**config.mk**
```make
export PLATFORM = sky130hd
export DESIGN_NAME = mem_access_stage
export DESIGN_NICKNAME = d
export VERILOG_FILES = /design/src/rtl/mem_access_stage.sv
export SDC_FILE = /design/constraint.sdc
export NUM_CORES = 1
export LEC_CHECK = 0
export ABC_CLOCK_PERIOD_IN_PS = 6800
export CAP_MARGIN = 20
export CORE_ASPECT_RATIO = 0.6
export CORE_MARGIN = 2
export CORE_UTILIZATION = 40
export DETAILED_ROUTE_END_ITERATION = 16
export GPL_ROUTABILITY_DRIVEN = 0
export PLACE_DENSITY = 0.83
export SKIP_LAST_GASP = 1
export SLEW_MARGIN = 10
export SYNTH_ARGS = -nofsm -noshare
export SYNTH_HDL_FRONTEND = slang
export SYNTH_SLANG_ARGS = --single-unit
```
**constraint.sdc**
```tcl
create_clock -name clk -period 6.8 [get_ports clk]
set_clock_uncertainty 0.1 [all_clocks]
set_input_delay 1.02 -clock clk [delete_from_list [all_inputs] [get_ports clk]]
set_output_delay 1.02 -clock clk [all_outputs]
set_load 0.005 [all_outputs]
```
**src/rtl/mem_access_stage.sv**
```systemverilog
// Pipeline MEM stage: data-RAM req/ack access with byte/half/word lane formatting and pipeline stall.
// Define MISALIGN_TRAP_EN to trap misaligned half/word accesses instead of issuing them.
module mem_access_stage #(
    parameter int unsigned DATA_W      = 32,
    parameter int unsigned REG_ADDR_W  = 5,
    parameter int unsigned TIMEOUT_CYC = 16
) (
    input  logic                  clk,
    input  logic                  resetIn,
    input  logic                  memOpValid,
    input  logic                  memRead,
    input  logic                  memWrite,
    input  logic [2:0]            funct3,
    input  logic [DATA_W-1:0]     addrIn,
    input  logic [DATA_W-1:0]     storeDataIn,
    input  logic [DATA_W-1:0]     aluResultIn,
    input  logic                  writeEnableIn,
    input  logic [REG_ADDR_W-1:0] writeBackAddrIn,
    output logic                  ramReq,
    output logic                  ramWe,
    output logic [DATA_W-1:0]     ramAddr,
    output logic [DATA_W-1:0]     ramWdata,
    output logic [3:0]            ramByteEn,
    input  logic                  ramAck,
    input  logic [DATA_W-1:0]     ramRdata,
    output logic                  stallOut,
    output logic                  busErrOut,
    output logic                  misalignOut,
    output logic                  select,
    output logic [DATA_W-1:0]     dataFromALU,
    output logic [DATA_W-1:0]     dataFromRam,
    output logic                  writeEnableOut,
    output logic [REG_ADDR_W-1:0] writeBackAddrOut
);

    localparam int unsigned CNT_W = (TIMEOUT_CYC > 1) ? $clog2(TIMEOUT_CYC) : 1;
    localparam logic [1:0]  SZ_B  = 2'd0;
    localparam logic [1:0]  SZ_H  = 2'd1;
    localparam logic [1:0]  SZ_W  = 2'd2;

    typedef enum logic {IDLE = 1'b0, WAIT = 1'b1} state_t;

    state_t                state, state_d;
    logic [CNT_W-1:0]      cnt, cnt_d;
    logic [1:0]            lat_size, lat_size_d;
    logic                  lat_uns, lat_uns_d;
    logic [1:0]            lat_off, lat_off_d;
    logic                  lat_we, lat_we_d;
    logic [REG_ADDR_W-1:0] lat_rd, lat_rd_d;

    logic                  ram_req_d, ram_we_d, bus_err_d, misalign_d, select_d, we_out_d;
    logic [DATA_W-1:0]     ram_addr_d, ram_wdata_d, alu_d, ram_data_d;
    logic [3:0]            ram_be_d;
    logic [REG_ADDR_W-1:0] wb_addr_d;

    logic                  mem_op_c, aligned_c;
    logic [1:0]            size_c;
    logic [3:0]            be_c;
    logic [DATA_W-1:0]     wdata_c, load_c;
    logic [7:0]            lane_b;
    logic [15:0]           lane_h;

    assign mem_op_c = memOpValid & (memRead | memWrite);
    assign size_c   = funct3[1] ? SZ_W : {1'b0, funct3[0]};

`ifdef MISALIGN_TRAP_EN
    assign aligned_c = (size_c == SZ_H) ? ~addrIn[0] :
                       (size_c == SZ_W) ? (addrIn[1:0] == 2'b00) : 1'b1;
`else
    assign aligned_c = 1'b1;
`endif

    // Store lane enables and lane-replicated write data
    always_comb begin
        be_c    = 4'b1111;
        wdata_c = storeDataIn;
        case (size_c)
            SZ_B: begin
                be_c    = 4'b0001 << addrIn[1:0];
                wdata_c = {4{storeDataIn[7:0]}};
            end
            SZ_H: begin
                be_c    = addrIn[1] ? 4'b1100 : 4'b0011;
                wdata_c = {2{storeDataIn[15:0]}};
            end
            default: ;
        endcase
    end

    // Load lane extraction and sign/zero extension using the latched access shape
    always_comb begin
        lane_b = ramRdata[7:0];
        case (lat_off)
            2'd1:    lane_b = ramRdata[15:8];
            2'd2:    lane_b = ramRdata[23:16];
            2'd3:    lane_b = ramRdata[31:24];
            default: ;
        endcase
        lane_h = lat_off[1] ? ramRdata[31:16] : ramRdata[15:0];
        load_c = ramRdata;
        case (lat_size)
            SZ_B:    load_c = {{(DATA_W-8){~lat_uns & lane_b[7]}}, lane_b};
            SZ_H:    load_c = {{(DATA_W-16){~lat_uns & lane_h[15]}}, lane_h};
            default: ;
        endcase
    end

    always_comb begin
        state_d     = state;
        cnt_d       = cnt;
        lat_size_d  = lat_size;
        lat_uns_d   = lat_uns;
        lat_off_d   = lat_off;
        lat_we_d    = lat_we;
        lat_rd_d    = lat_rd;
        ram_req_d   = ramReq;
        ram_we_d    = ramWe;
        ram_addr_d  = ramAddr;
        ram_wdata_d = ramWdata;
        ram_be_d    = ramByteEn;
        bus_err_d   = 1'b0;
        misalign_d  = 1'b0;
        select_d    = select;
        alu_d       = dataFromALU;
        ram_data_d  = dataFromRam;
        we_out_d    = writeEnableOut;
        wb_addr_d   = writeBackAddrOut;
        stallOut    = 1'b0;

        case (state)
            IDLE: begin
                if (mem_op_c && aligned_c) begin
                    stallOut    = 1'b1;
                    state_d     = WAIT;
                    cnt_d       = '0;
                    lat_size_d  = size_c;
                    lat_uns_d   = funct3[2];
                    lat_off_d   = addrIn[1:0];
                    lat_we_d    = writeEnableIn;
                    lat_rd_d    = writeBackAddrIn;
                    ram_req_d   = 1'b1;
                    ram_we_d    = memWrite & ~memRead;
                    ram_addr_d  = {addrIn[DATA_W-1:2], 2'b00};
                    ram_wdata_d = wdata_c;
                    ram_be_d    = be_c;
                    we_out_d    = 1'b0;
                end else if (mem_op_c) begin
                    misalign_d = 1'b1;
                    we_out_d   = 1'b0;
                end else begin
                    select_d  = 1'b1;
                    alu_d     = aluResultIn;
                    we_out_d  = writeEnableIn & memOpValid;
                    wb_addr_d = writeBackAddrIn;
                end
            end
            WAIT: begin
                stallOut = 1'b1;
                we_out_d = 1'b0;
                // An ack in the expiry cycle takes priority over the abort
                if (ramAck) begin
                    ram_req_d = 1'b0;
                    state_d   = IDLE;
                    wb_addr_d = lat_rd;
                    if (ramWe) begin
                        select_d   = 1'b1;
                        ram_data_d = '0;
                    end else begin
                        select_d   = 1'b0;
                        ram_data_d = load_c;
                        we_out_d   = lat_we;
                    end
                end else if (cnt == CNT_W'(TIMEOUT_CYC - 1)) begin
                    ram_req_d = 1'b0;
                    bus_err_d = 1'b1;
                    state_d   = IDLE;
                end else begin
                    cnt_d = cnt + 1'b1;
                end
            end
            default: state_d = IDLE;
        endcase
    end

    always_ff @(posedge clk or posedge resetIn) begin
        if (resetIn) begin
            state            <= IDLE;
            cnt              <= '0;
            lat_size         <= SZ_W;
            lat_uns          <= 1'b0;
            lat_off          <= 2'b00;
            lat_we           <= 1'b0;
            lat_rd           <= '0;
            ramReq           <= 1'b0;
            ramWe            <= 1'b0;
            ramAddr          <= '0;
            ramWdata         <= '0;
            ramByteEn        <= 4'b0000;
            busErrOut        <= 1'b0;
            misalignOut      <= 1'b0;
            select           <= 1'b1;
            dataFromALU      <= '0;
            dataFromRam      <= '0;
            writeEnableOut   <= 1'b0;
            writeBackAddrOut <= '0;
        end else begin
            state            <= state_d;
            cnt              <= cnt_d;
            lat_size         <= lat_size_d;
            lat_uns          <= lat_uns_d;
            lat_off          <= lat_off_d;
            lat_we           <= lat_we_d;
            lat_rd           <= lat_rd_d;
            ramReq           <= ram_req_d;
            ramWe            <= ram_we_d;
            ramAddr          <= ram_addr_d;
            ramWdata         <= ram_wdata_d;
            ramByteEn        <= ram_be_d;
            busErrOut        <= bus_err_d;
            misalignOut      <= misalign_d;
            select           <= select_d;
            dataFromALU      <= alu_d;
            dataFromRam      <= ram_data_d;
            writeEnableOut   <= we_out_d;
            writeBackAddrOut <= wb_addr_d;
        end
    end

endmodule

```
Word level (Yosys, flattened, before mapping)
Cells that the tools add are included.
{"block": "totals", "wordCells": 85, "output_inout_bits": 144, "regBits": 156}
{"block": "op_classes", "n_eq_ne": 12, "shifts": 1, "addsub": 1, "mux": 35, "bitwise_logic": 10, "n_reduce_logical": 8}
{"operator": "$pmux 32 s2", "n": 2}
{"operator": "$mux 32", "n": 1}
{"operator": "$pmux 8 s3", "n": 1}
{"operator": "$mux 16", "n": 1}
{"operator": "$mux 4", "n": 4}
{"operator": "$pmux 4 s2", "n": 2}
{"operator": "$mux 1", "n": 15}
{"operator": "$mux 5", "n": 2}
{"operator": "$ne 2x2->1 const B", "n": 5}
{"operator": "$pmux 1 s2", "n": 5}
{"operator": "$pmux 5 s2", "n": 1}
{"operator": "$reduce_and 2->1", "n": 5}
{"operator": "$eq 2x1->1 const B", "n": 3}
{"operator": "$and 1x1->1", "n": 5}
{"operator": "$add 4x1->4 const B", "n": 1}
{"operator": "$eq 2x2->1 const B", "n": 2}
{"operator": "$eq 4x4->1 const B", "n": 1}
{"operator": "$logic_not 2->1", "n": 2}
{"operator": "$not 1->1", "n": 4}
{"operator": "$shl 1x2->4 const A", "n": 1}
{"operator": "$ne 3x2->1 const B", "n": 1}
{"operator": "$reduce_and 3->1", "n": 1}
{"operator": "$mux 2", "n": 1}
{"operator": "$or 1x1->1", "n": 1}

Longest topological paths before layout
Gate-level depths: netlist (run 1).
{"block": "logic_depth", "ltp_word": 5, "mapped_depth": 6, "depth_no_buf": 5}

Least setup slack after synthesis (run 1)
Ideal clock, no wire load.
{"block": "synth_path", "kind": "input -> output", "start": "input port memWrite", "end": "output port stallOut", "n_path_buf": 1, "cell_stages": 4, "setup_slack_ns": 3.886, "required_ns": 5.680, "t_arrival_ns": 1.794, "cell_sequence": "o21a_1 -> nor2_1 -> buf_2 -> inv_1"}
{"block": "synth_via", "elab_chain_len": 4}
{"item": "start, declared", "line_no": "12", "text": "input logic memWrite,"}
{"item": "$or 1x1->1", "line_no": "63", "text": "assign mem_op_c = memOpValid & (memRead | memWrite);"}
{"item": "$and 1x1->1", "line_no": "63"}
{"item": "$mux 1", "line_no": "132", "text": "if (mem_op_c && aligned_c) begin"}
{"item": "$pmux 1 s2", "line_no": "130", "text": "case (state)"}
{"item": "end, declared", "line_no": "26", "text": "output logic stallOut,"}
Every way passes these cells.

Final worst setup path (run 1)
Ends and elaborated chain as after synthesis.

==> results of run 1 <==
-- how the worst max path moves through the flow --
stage,from,to,slack (ns),cells past startpoint
floorplan,resetIn,busErrOut,1.48,1
global placement,memWrite,stallOut,2.87,6
detailed placement,memWrite,stallOut,2.86,6
CTS,memWrite,stallOut,2.85,6
global route,memWrite,stallOut,2.72,6
finish,memWrite,stallOut,2.88,6
-- placed cells by master (no fill, tap or decap), drive strengths merged, types with 2 or more instances in the layout --
master / synthesis / final
o31ai: 6 / 6
nor2: 19 / 19
o21ai: 44 / 44
a221oi: 6 / 6
nand2b: 6 / 6
clkbuf: 21 / 20
a31oi: 6 / 6
mux2i: 35 / 35
nand3: 3 / 3
nor3: 3 / 3
clkdlybuf4s50: 0 / 283
conb: 1 / 3
and3: 6 / 6
a221o: 17 / 17
dfrtp: 154 / 154
a22o: 8 / 8
bufinv: 0 / 3
a2111oi: 7 / 7
nand2: 178 / 178
inv: 12 / 16
o2bb2ai: 4 / 4
mux2: 34 / 34
clkinvlp: 0 / 5
a21oi: 26 / 26
buf: 22 / 6
a22oi: 8 / 8
o21a: 2 / 2
nor2b: 4 / 4
dfstp: 2 / 2
-- sequential cells by signal, indices dropped and copies added (netlist names), 2 cells and up --
| name | cells |
|---|---|
| writeBackAddrOut | 5 |
| lat_off | 2 |
| dataFromALU | 32 |
| dataFromRam | 32 |
| cnt | 4 |
| lat_rd | 5 |
| ramByteEn | 4 |
| lat_size | 2 |
| ramAddr | 30 |
| ramWdata | 32 |
-- stage by stage --
| step | cell area, sq um | power, W | instances | setup slack (ns) | hold slack, ns |
|---|---|---|---|---|---|
| 6_report | 10400 | 0.00328 | 1154 | 2.88 | 0.366 |
| 3_3_place_gp | 9750 | 0.00229 | 1121 | 2.87 | 0.351 |
| 4_1_cts | 10300 | 0.00331 | 1153 | 2.85 | 0.373 |
| 5_1_grt | 10400 | 0.00346 | 1154 | 2.72 | 0.389 |
| 2_1_floorplan | 6760 | 0.00168 | 647 | 1.48 | 0.338 |
| 3_5_place_dp | 9750 | 0.00232 | 1121 | 2.86 | 0.355 |
-- cells by family (layout without fill, tap and decap cells) --
logic type                 count (synthesis)  in the layout  synth area share, %
DFF                                      156            156                 57.8
AOI/OAI and AO/OA                        138            138                 13.7
other                                      1              4               0.0555
buffers and inverters                     56            334                 3.65
adders and majority gates                  1              1                0.185
and+or+nand+nor                          224            224                 13.7
muxes                                     69             69                 10.9
-- layer usage --
layer  vias to the layer above  wire (um)  track usage [%]
li1                       2778          -                -
met1                      2883       8860             30.8
met2                       257       9400             36.2
met3                        16       2150             8.90
met4                         0        177             5.10
met5                         -          0                0
-- power by group through the flow --
stage	clock network (W)	registers, W	logic (W)
detailed placement	0	0.00134	0.000983
CTS	0.000998	0.00132	0.000989
global placement	0	0.00133	0.000963
floorplan	0	0.00132	0.000360
global route	0.00103	0.00135	0.00107
finish	0.000976	0.00133	0.000979
-- worst max-delay path: stages --
cell             delay (ns)
clkdlybuf4s50_1        0.49
o21a_1                 0.25
nor2_4                 0.08
buf_4                  0.41
inv_1                  0.07
clkdlybuf4s50_1        0.46
-- layout make-up --
class                      instances  area (sq um)  area share (%)
multi-input combinational        435          2630            25.4
clock buffer                      20           437            4.22
timing repair buffer             289          2880            27.8
tap                              228           285            2.75
sequential                       156          3910            37.7
antenna                            1          2.50          0.0242
clock inverter                    12           163            1.57
inverter                          13          53.8           0.520
==> results.py, run 1 <==
metrics = {
    "global_route": {
        "first_global_vias": 5923,
        "grt_first_pass_wirelength_mm": 32.3,
        "grt_max_degree": 96,
        "grt_overflow": 0,
        "groute.usage.overall_pct": 23.2,
        "antenna_found_initial": 1,
    },
    "yosys": {
        "post-synth-top-area-cell": "dfrtp_1",
        "synth_top_area_share_pct": 57.1,
        "yosys_warnings": 0,
        "synth_area_per_cell_sq_um": 10.5,
        "synthArstFlopShare_pct": 100,
        "syn_inst": 645,
        "synth_seq_cells": 156,
        "synthTopCellsByCount": "nand2_1, dfrtp_1, o21ai_0",
        "synth_most_common_cell": "nand2_1",
        "synthTopCellsByArea": "dfrtp_1, nand2_1, mux2_2, mux2i_1, o21ai_0",
        "ys_seq_area_share_pct": 57.8,
        "synth.distinct_cells": 42,
        "synth-edff-count": 0,
        "synth_ff_type": "dfrtp_1",
        "synth_area_sq_um": 6750,
    },
    "cts": {
        "cts-root-buf": "clkbuf_16",
        "cts_made_buffers": 17,
        "path_clk_slew_ns": 0.06,
        "hold_buffers": 0,
        "htree_levels": 4,
        "cts-resized-gates": 0,
        "insertion_delay_ns": 0.41,
        "cts.sinks": 156,
        "cts_tree": "yes",
        "clockBufferDepth": 2,
        "post_cts_buffers": 0,
    },
    "critical_path": {
        "r2r_setup_slack_ns": 4.19,
        "reg2regPathDepth": 3,
        "startpoint_type": "input port",
        "timing.rr.end": "dataFromRam[10]",
        "cp.required_ns": 5.68,
        "critical_path_arrival_ns": 2.80,
        "r2r_start": "state",
        "crit_fanout": 34,
        "critPathKind": "input port to output port",
        "worstSetupEndpointType": "output port",
    },
    "finish": {
        "final_util_pct": 63.2,
        "area_delta_synth_final_pct": 53.3,
        "drive_gt1_share_pct": 8.43,
        "nFillCells": 1331,
        "nets": 1056,
    },
    "timing": {
        "rsz0062_at_grt": "false",
        "fin_crit_ns": 3.92,
        "report.final.setup_viol": 0,
        "final.setup.tns_ns": 0,
        "relSlewSlack_pct": 36.9,
        "fmax_ghz": 0.255,
        "worst_pin_slew_ns": 0.939,
        "fin_crit_sh_pct": 57.6,
        "drv_slew": 0,
        "hold_viol": 0,
    },
    "placement": {
        "hpwlAfterDp_mm": 14.7,
        "place.port_buffers": 283,
    },
    "floorplan": {
        "start_util_pct": 41.2,
        "core_area_sq_um": 16400,
        "num_rows": 36,
        "ios": 287,
        "die-width_um": 172,
        "die_height_um": 105,
        "dieArea_sq_um": 18000,
    },
    "route": {
        "post-route-drc-count": 0,
        "ant_nets": 0,
        "wirelength_mm": 20.6,
        "firstDrtPassIters": 5,
        "vias_per_cell": 5.14,
        "drt-wirelength-per-cell_um": 17.8,
        "vias": 5934,
        "first_iter_violations": 568,
    },
    "worst_hold_path": {
        "hp-class": "flip-flop to flip-flop",
        "min_from": "lat_rd[0]",
        "hold_path_end": "lat_rd[0]",
        "hold_path_depth": 2,
    },
    "pwr": {
        "p_int_w": 0.00235,
        "p_leak_nw": 4.56,
        "combPwrFrac_pct": 29.8,
        "clkPwrFrac_pct": 29.7,
        "p_per_area_nw_per_um2": 317,
        "p_sw_w": 0.000932,
        "vdd_drop_max_mv": 0.167,
        "p_seq_share_pct": 40.4,
        "p_sw_share_pct": 28.4,
    },
    "outcome": {
        "status": "finished clean",
    },
    "run": {
        "cap_viol_max_count": 0,
    },
}
No activity file was read; power rests on OpenSTA's default activity.
==> run 2, diff against run 1 <==
ABC_CLOCK_PERIOD_IN_PS = 3600   (was 6800)
CORE_UTILIZATION = 39   (was 40)
PLACE_DENSITY = 0.84   (was 0.83)
clock period = 3.6 ns   (was 6.8 ns; I/O delays follow)
==> results.py, run 2 (synthesized netlist as in run 1, its figures left out) <==
metrics = {
    "finish": {
        "nets": 1060,
        "antennaDiodeCount": 0,
        "largest_registers": "dataFromALU: 32 flops, dataFromRam: 32 flops, ramWdata: 32 flops",
        "final_common_cell": "clkdlybuf4s50_1",
        "final_cell_count_no_fill": 1163,
        "drive_gt1_share_pct": 9.04,
        "nFillCells": 1424,
        "area_delta_synth_final_pct": 54.3,
        "layout.cells.most_common_list": "clkdlybuf4s50_1, nand2_1, dfrtp_1",
    },
    "critical_path": {
        "max_stage_delay_ns": 0.58,
        "cp.required_ns": 2.96,
        "crit_fanout": 4,
        "critPathKind": "input port to output port",
        "startpoint_type": "input port",
        "critical_path_arrival_ns": 1.97,
        "worstPathCellList": "clkdlybuf4s50_1 > o21a_1 > nor2_4 > inv_1 > clkdlybuf4s50_1",
        "cpMaxStageDelayCell": "clkdlybuf4s50_1",
        "cpMostUsedCell": "clkdlybuf4s50_1",
        "worstSetupEndpointType": "output port",
    },
    "global_route": {
        "grt_max_degree": 79,
        "first_global_vias": 6247,
        "grt_first_pass_wirelength_mm": 34.0,
        "antenna_found_initial": 0,
        "groute.usage.overall_pct": 23.5,
        "grt_overflow": 0,
    },
    "timing": {
        "drv_slew": 0,
        "rsz0062_at_grt": "false",
        "relSlewSlack_pct": 40.0,
        "fin_crit_ns": 2.61,
        "whs_ns": 0.373,
        "hold_viol": 0,
        "worst_pin_slew_ns": 0.893,
        "fmax_ghz": 0.384,
        "final.setup.tns_ns": 0,
        "fin_crit_sh_pct": 72.4,
        "setup_slack_ns": 0.994,
        "report.final.setup_viol": 0,
    },
    "floorplan": {
        "die_height_um": 106,
        "ios": 287,
        "core_area_sq_um": 17000,
        "dieArea_sq_um": 18400,
        "die-width_um": 174,
        "num_rows": 37,
        "start_util_pct": 39.6,
    },
    "cts": {
        "cts-resized-gates": 0,
        "cts_tree": "yes",
        "htree_levels": 4,
        "insertion_delay_ns": 0.41,
        "cts_made_buffers": 17,
        "clockBufferDepth": 2,
        "post_cts_buffers": 0,
        "path_clk_slew_ns": 0.06,
        "cts-root-buf": "clkbuf_16",
        "cts.sinks": 156,
        "hold_buffers": 0,
    },
    "placement": {
        "place_inst": 1130,
        "place.port_buffers": 283,
        "place_ws_ns": 0.687,
        "hpwlAfterDp_mm": 15.3,
    },
    "route": {
        "wirelength_mm": 21.0,
        "drt-wirelength-per-cell_um": 18.1,
        "first_iter_violations": 388,
        "post-route-drc-count": 0,
        "vias": 6000,
        "vias_per_cell": 5.16,
        "ant_nets": 0,
        "firstDrtPassIters": 5,
    },
    "worst_hold_path": {
        "hp-class": "flip-flop to flip-flop",
    },
    "pwr": {
        "power.total_w": 0.00620,
        "vdd_drop_max_mv": 0.341,
        "p_leak_nw": 4.61,
        "p_per_area_nw_per_um2": 595,
    },
    "run": {
        "cap_viol_max_count": 0,
    },
    "outcome": {
        "status": "finished clean",
    },
}
-- run 2: critical path, delay by kind of cell --
kind / cells / cell delay [ns]
buf+inv: 3 / 1.18
simple gates: 1 / 0.05
compound gates: 1 / 0.20
-- run 2: cell type report --
type | instances | area [sq um] | area share, %
repair buffers | 293 | 2950 | 28.3
clock buffers | 19 | 453 | 4.35
clock inverters | 13 | 144 | 1.38
flip-flops and latches | 156 | 3910 | 37.5
multi-input cells | 435 | 2630 | 25.2
inverters | 13 | 52.6 | 0.504
well taps | 234 | 293 | 2.81
-- run 2: through the flow --
| step | util [%] | area, sq um |
|---|---|---|
| after global routing | 61.2 | 10400 |
| final | 61.2 | 10400 |
| after global placement | 57.6 | 9820 |
| after floorplan | - | 6760 |
| after detailed placement | 57.6 | 9820 |
| after CTS | 61.1 | 10400 |
-- run 2: routing by layer --
layer,global-route usage [%],routed length (um),part of all wire [%],vias to the layer above
met5,0,0,0,-
met4,6.06,348,1.7,0
met3,9.01,2000,9.5,28
met2,36.8,9590,46,251
met1,30.8,9090,43,2937
li1,-,-,-,2784
-- run 2: path summary, 6_finish.rpt --
check / from / end / slack, ns / depth (start not counted)
setup / recovery: memWrite / stallOut / 0.99 / 5
hold / removal: ramWdata[1] / ramWdata[1] / 0.37 / 2
setup reg to reg: lat_off[1] / dataFromRam[28] / 1.25 / 4
hold reg to reg: ramWdata[1] / ramWdata[1] / 0.37 / 2
max in group asynchronous: resetIn / select / 2.12 / 3
min in group asynchronous: resetIn / ramWdata[28] / 0.48 / 2
-- run 2: power breakdown --
part | internal (W) | switching, W
registers | 0.00219 | 0.000318
logic | 0.00115 | 0.000709
clock network | 0.00102 | 0.000802
total | 0.00437 | 0.00183
==> run 3, diff against run 2 <==
ABC_CLOCK_PERIOD_IN_PS = 2710   (was 3600)
CORE_UTILIZATION = 40   (was 39)
PLACE_DENSITY = 0.83   (was 0.84)
clock period = 2.71 ns   (was 3.6 ns; I/O delays follow)
==> results.py, run 3 (synthesized netlist as in run 1, its figures left out) <==
metrics = {
    "timing": {
        "report.final.setup_viol": 0,
        "fmax_ghz": 0.425,
        "relSlewSlack_pct": 39.3,
        "rsz0062_at_grt": "false",
        "fin_crit_ns": 2.35,
        "worst_pin_slew_ns": 0.904,
        "fin_crit_sh_pct": 86.8,
        "final.setup.tns_ns": 0,
        "drv_slew": 0,
        "whs_ns": 0.367,
        "hold_viol": 0,
    },
    "critical_path": {
        "r2r_start": "lat_off[1]",
        "worstSetupEndpointType": "output port",
        "reg2regPathDepth": 4,
        "crit_fanout": 4,
        "crit_buf_inv": 3,
        "crit_family": "buffers and inverters",
        "cp.required_ns": 2.20,
        "critical_path_arrival_ns": 1.84,
        "timing.rr.end": "dataFromRam[23]",
        "cpMostUsedCell": "clkdlybuf4s50_1",
        "critPathKind": "input port to output port",
        "r2r_setup_slack_ns": 0.57,
        "worstPathCellList": "clkdlybuf4s50_1 > o21a_1 > nor2_4 > inv_1 > clkdlybuf4s50_1",
        "cpMaxStageDelayCell": "clkdlybuf4s50_1",
        "startpoint_type": "input port",
        "max_stage_delay_ns": 0.60,
    },
    "finish": {
        "nets": 1067,
        "drive_gt1_share_pct": 9.62,
        "antennaDiodeCount": 0,
        "final_area_sq_um": 10400,
        "final_common_cell": "clkdlybuf4s50_1",
        "layout.cells.most_common_list": "clkdlybuf4s50_1, nand2_1, dfrtp_1",
        "multiInputGateArea_sq_um": 2630,
        "final_util_pct": 63.6,
        "nFillCells": 1377,
        "largest_registers": "dataFromALU: 32 flops, dataFromRam: 32 flops, ramWdata: 32 flops",
        "regArea_sq_um": 3910,
        "area_delta_synth_final_pct": 54.5,
    },
    "floorplan": {
        "die_height_um": 105,
        "num_rows": 36,
        "start_util_pct": 41.2,
        "core_area_sq_um": 16400,
        "ios": 287,
        "dieArea_sq_um": 18000,
        "die-width_um": 172,
    },
    "route": {
        "vias": 5868,
        "drt-wirelength-per-cell_um": 17.8,
        "wirelength_mm": 20.7,
        "vias_per_cell": 5.04,
        "ant_nets": 0,
        "first_iter_violations": 393,
        "firstDrtPassIters": 4,
        "post-route-drc-count": 0,
    },
    "placement": {
        "place.port_buffers": 283,
        "hpwlAfterDp_mm": 15.1,
        "dpl_cell_area_sq_um": 9870,
    },
    "cts": {
        "cts-resized-gates": 0,
        "cts-root-buf": "clkbuf_16",
        "htree_levels": 4,
        "cts_made_buffers": 17,
        "path_clk_slew_ns": 0.06,
        "cts_tree": "yes",
        "insertion_delay_ns": 0.41,
        "clockBufferDepth": 2,
        "hold_buffers": 0,
        "cts.sinks": 156,
        "post_cts_buffers": 0,
    },
    "worst_hold_path": {
        "min_from": "lat_rd[1]",
        "hp-class": "flip-flop to flip-flop",
        "hold_path_end": "lat_rd[1]",
        "hold_path_depth": 2,
    },
    "global_route": {
        "antenna_found_initial": 0,
        "first_global_vias": 5957,
        "grt_max_degree": 82,
        "grt_overflow": 0,
        "grt_first_pass_wirelength_mm": 32.5,
        "groute.usage.overall_pct": 23.4,
    },
    "pwr": {
        "p_per_area_nw_per_um2": 772,
        "p_leak_nw": 4.62,
        "vdd_drop_max_mv": 0.388,
    },
    "outcome": {
        "status": "finished clean",
    },
    "run": {
        "cap_viol_max_count": 0,
    },
}
run 3: changes by cell type in the layout (fill, tap and decap cells not counted):
cell	previous run	this run
clkinv_4	2	4
inv_8	4	0
clkbuf_8	2	1
clkinvlp_4	2	4
clkbuf_1	0	1
bufinv_16	1	0
clkinv_2	0	1
buf_12	3	4
buf_4	7	13
run 3: how the worst max path moves through the flow:
stage	slack, ns	from	to	cells past startpoint
floorplan	0.23	resetIn	busErrOut	1
global placement	0.35	ramRdata[31]	dataFromRam[28]	5
detailed placement	0.27	ramRdata[31]	dataFromRam[23]	5
CTS	0.36	memWrite	stallOut	5
global route	0.29	state	stallOut	4
finish	0.36	memWrite	stallOut	5
run 3: per-layer routing:
metal	GRT usage (%)	vias up	wire length, um
li1	-	2792	-
met1	30.7	2836	8760
met2	36.3	228	9650
met3	9.55	12	2170
met4	5.10	0	145
met5	0	-	0
run 3: report_power, final:
| group | total (W) | internal [W] | switching, W |
|---|---|---|---|
| Combinational | 0.00253 | 0.00155 | 0.000979 |
| Clock | 0.00222 | 0.00122 | 0.00100 |
| Sequential | 0.00330 | 0.00291 | 0.000386 |
| Total | 0.00805 | 0.00568 | 0.00237 |
run 3: cell type report:
cell class | instances | area share, %
tap | 228 | 2.73
timing repair buffer | 300 | 28.9
multi-input combinational | 435 | 25.2
sequential | 156 | 37.4
inverter | 13 | 0.504
clock inverter | 13 | 1.02
clock buffer | 19 | 4.25
run 3: metrics by stage:
step           setup WS, ns  power [W]  cells
2_1_floorplan         0.232    0.00421    647
3_3_place_gp          0.353    0.00580   1131
3_5_place_dp          0.274    0.00587   1131
4_1_cts               0.363    0.00814   1163
5_1_grt               0.292    0.00851   1164
6_report              0.359    0.00805   1164
run 3: worst register-to-register path, delay by kind of cell (launching register included):
family | cells | cell delay (ns)
flops | 1 | 0.56
simple gates | 1 | 0.69
mux | 2 | 0.50
compound gates | 1 | 0.23
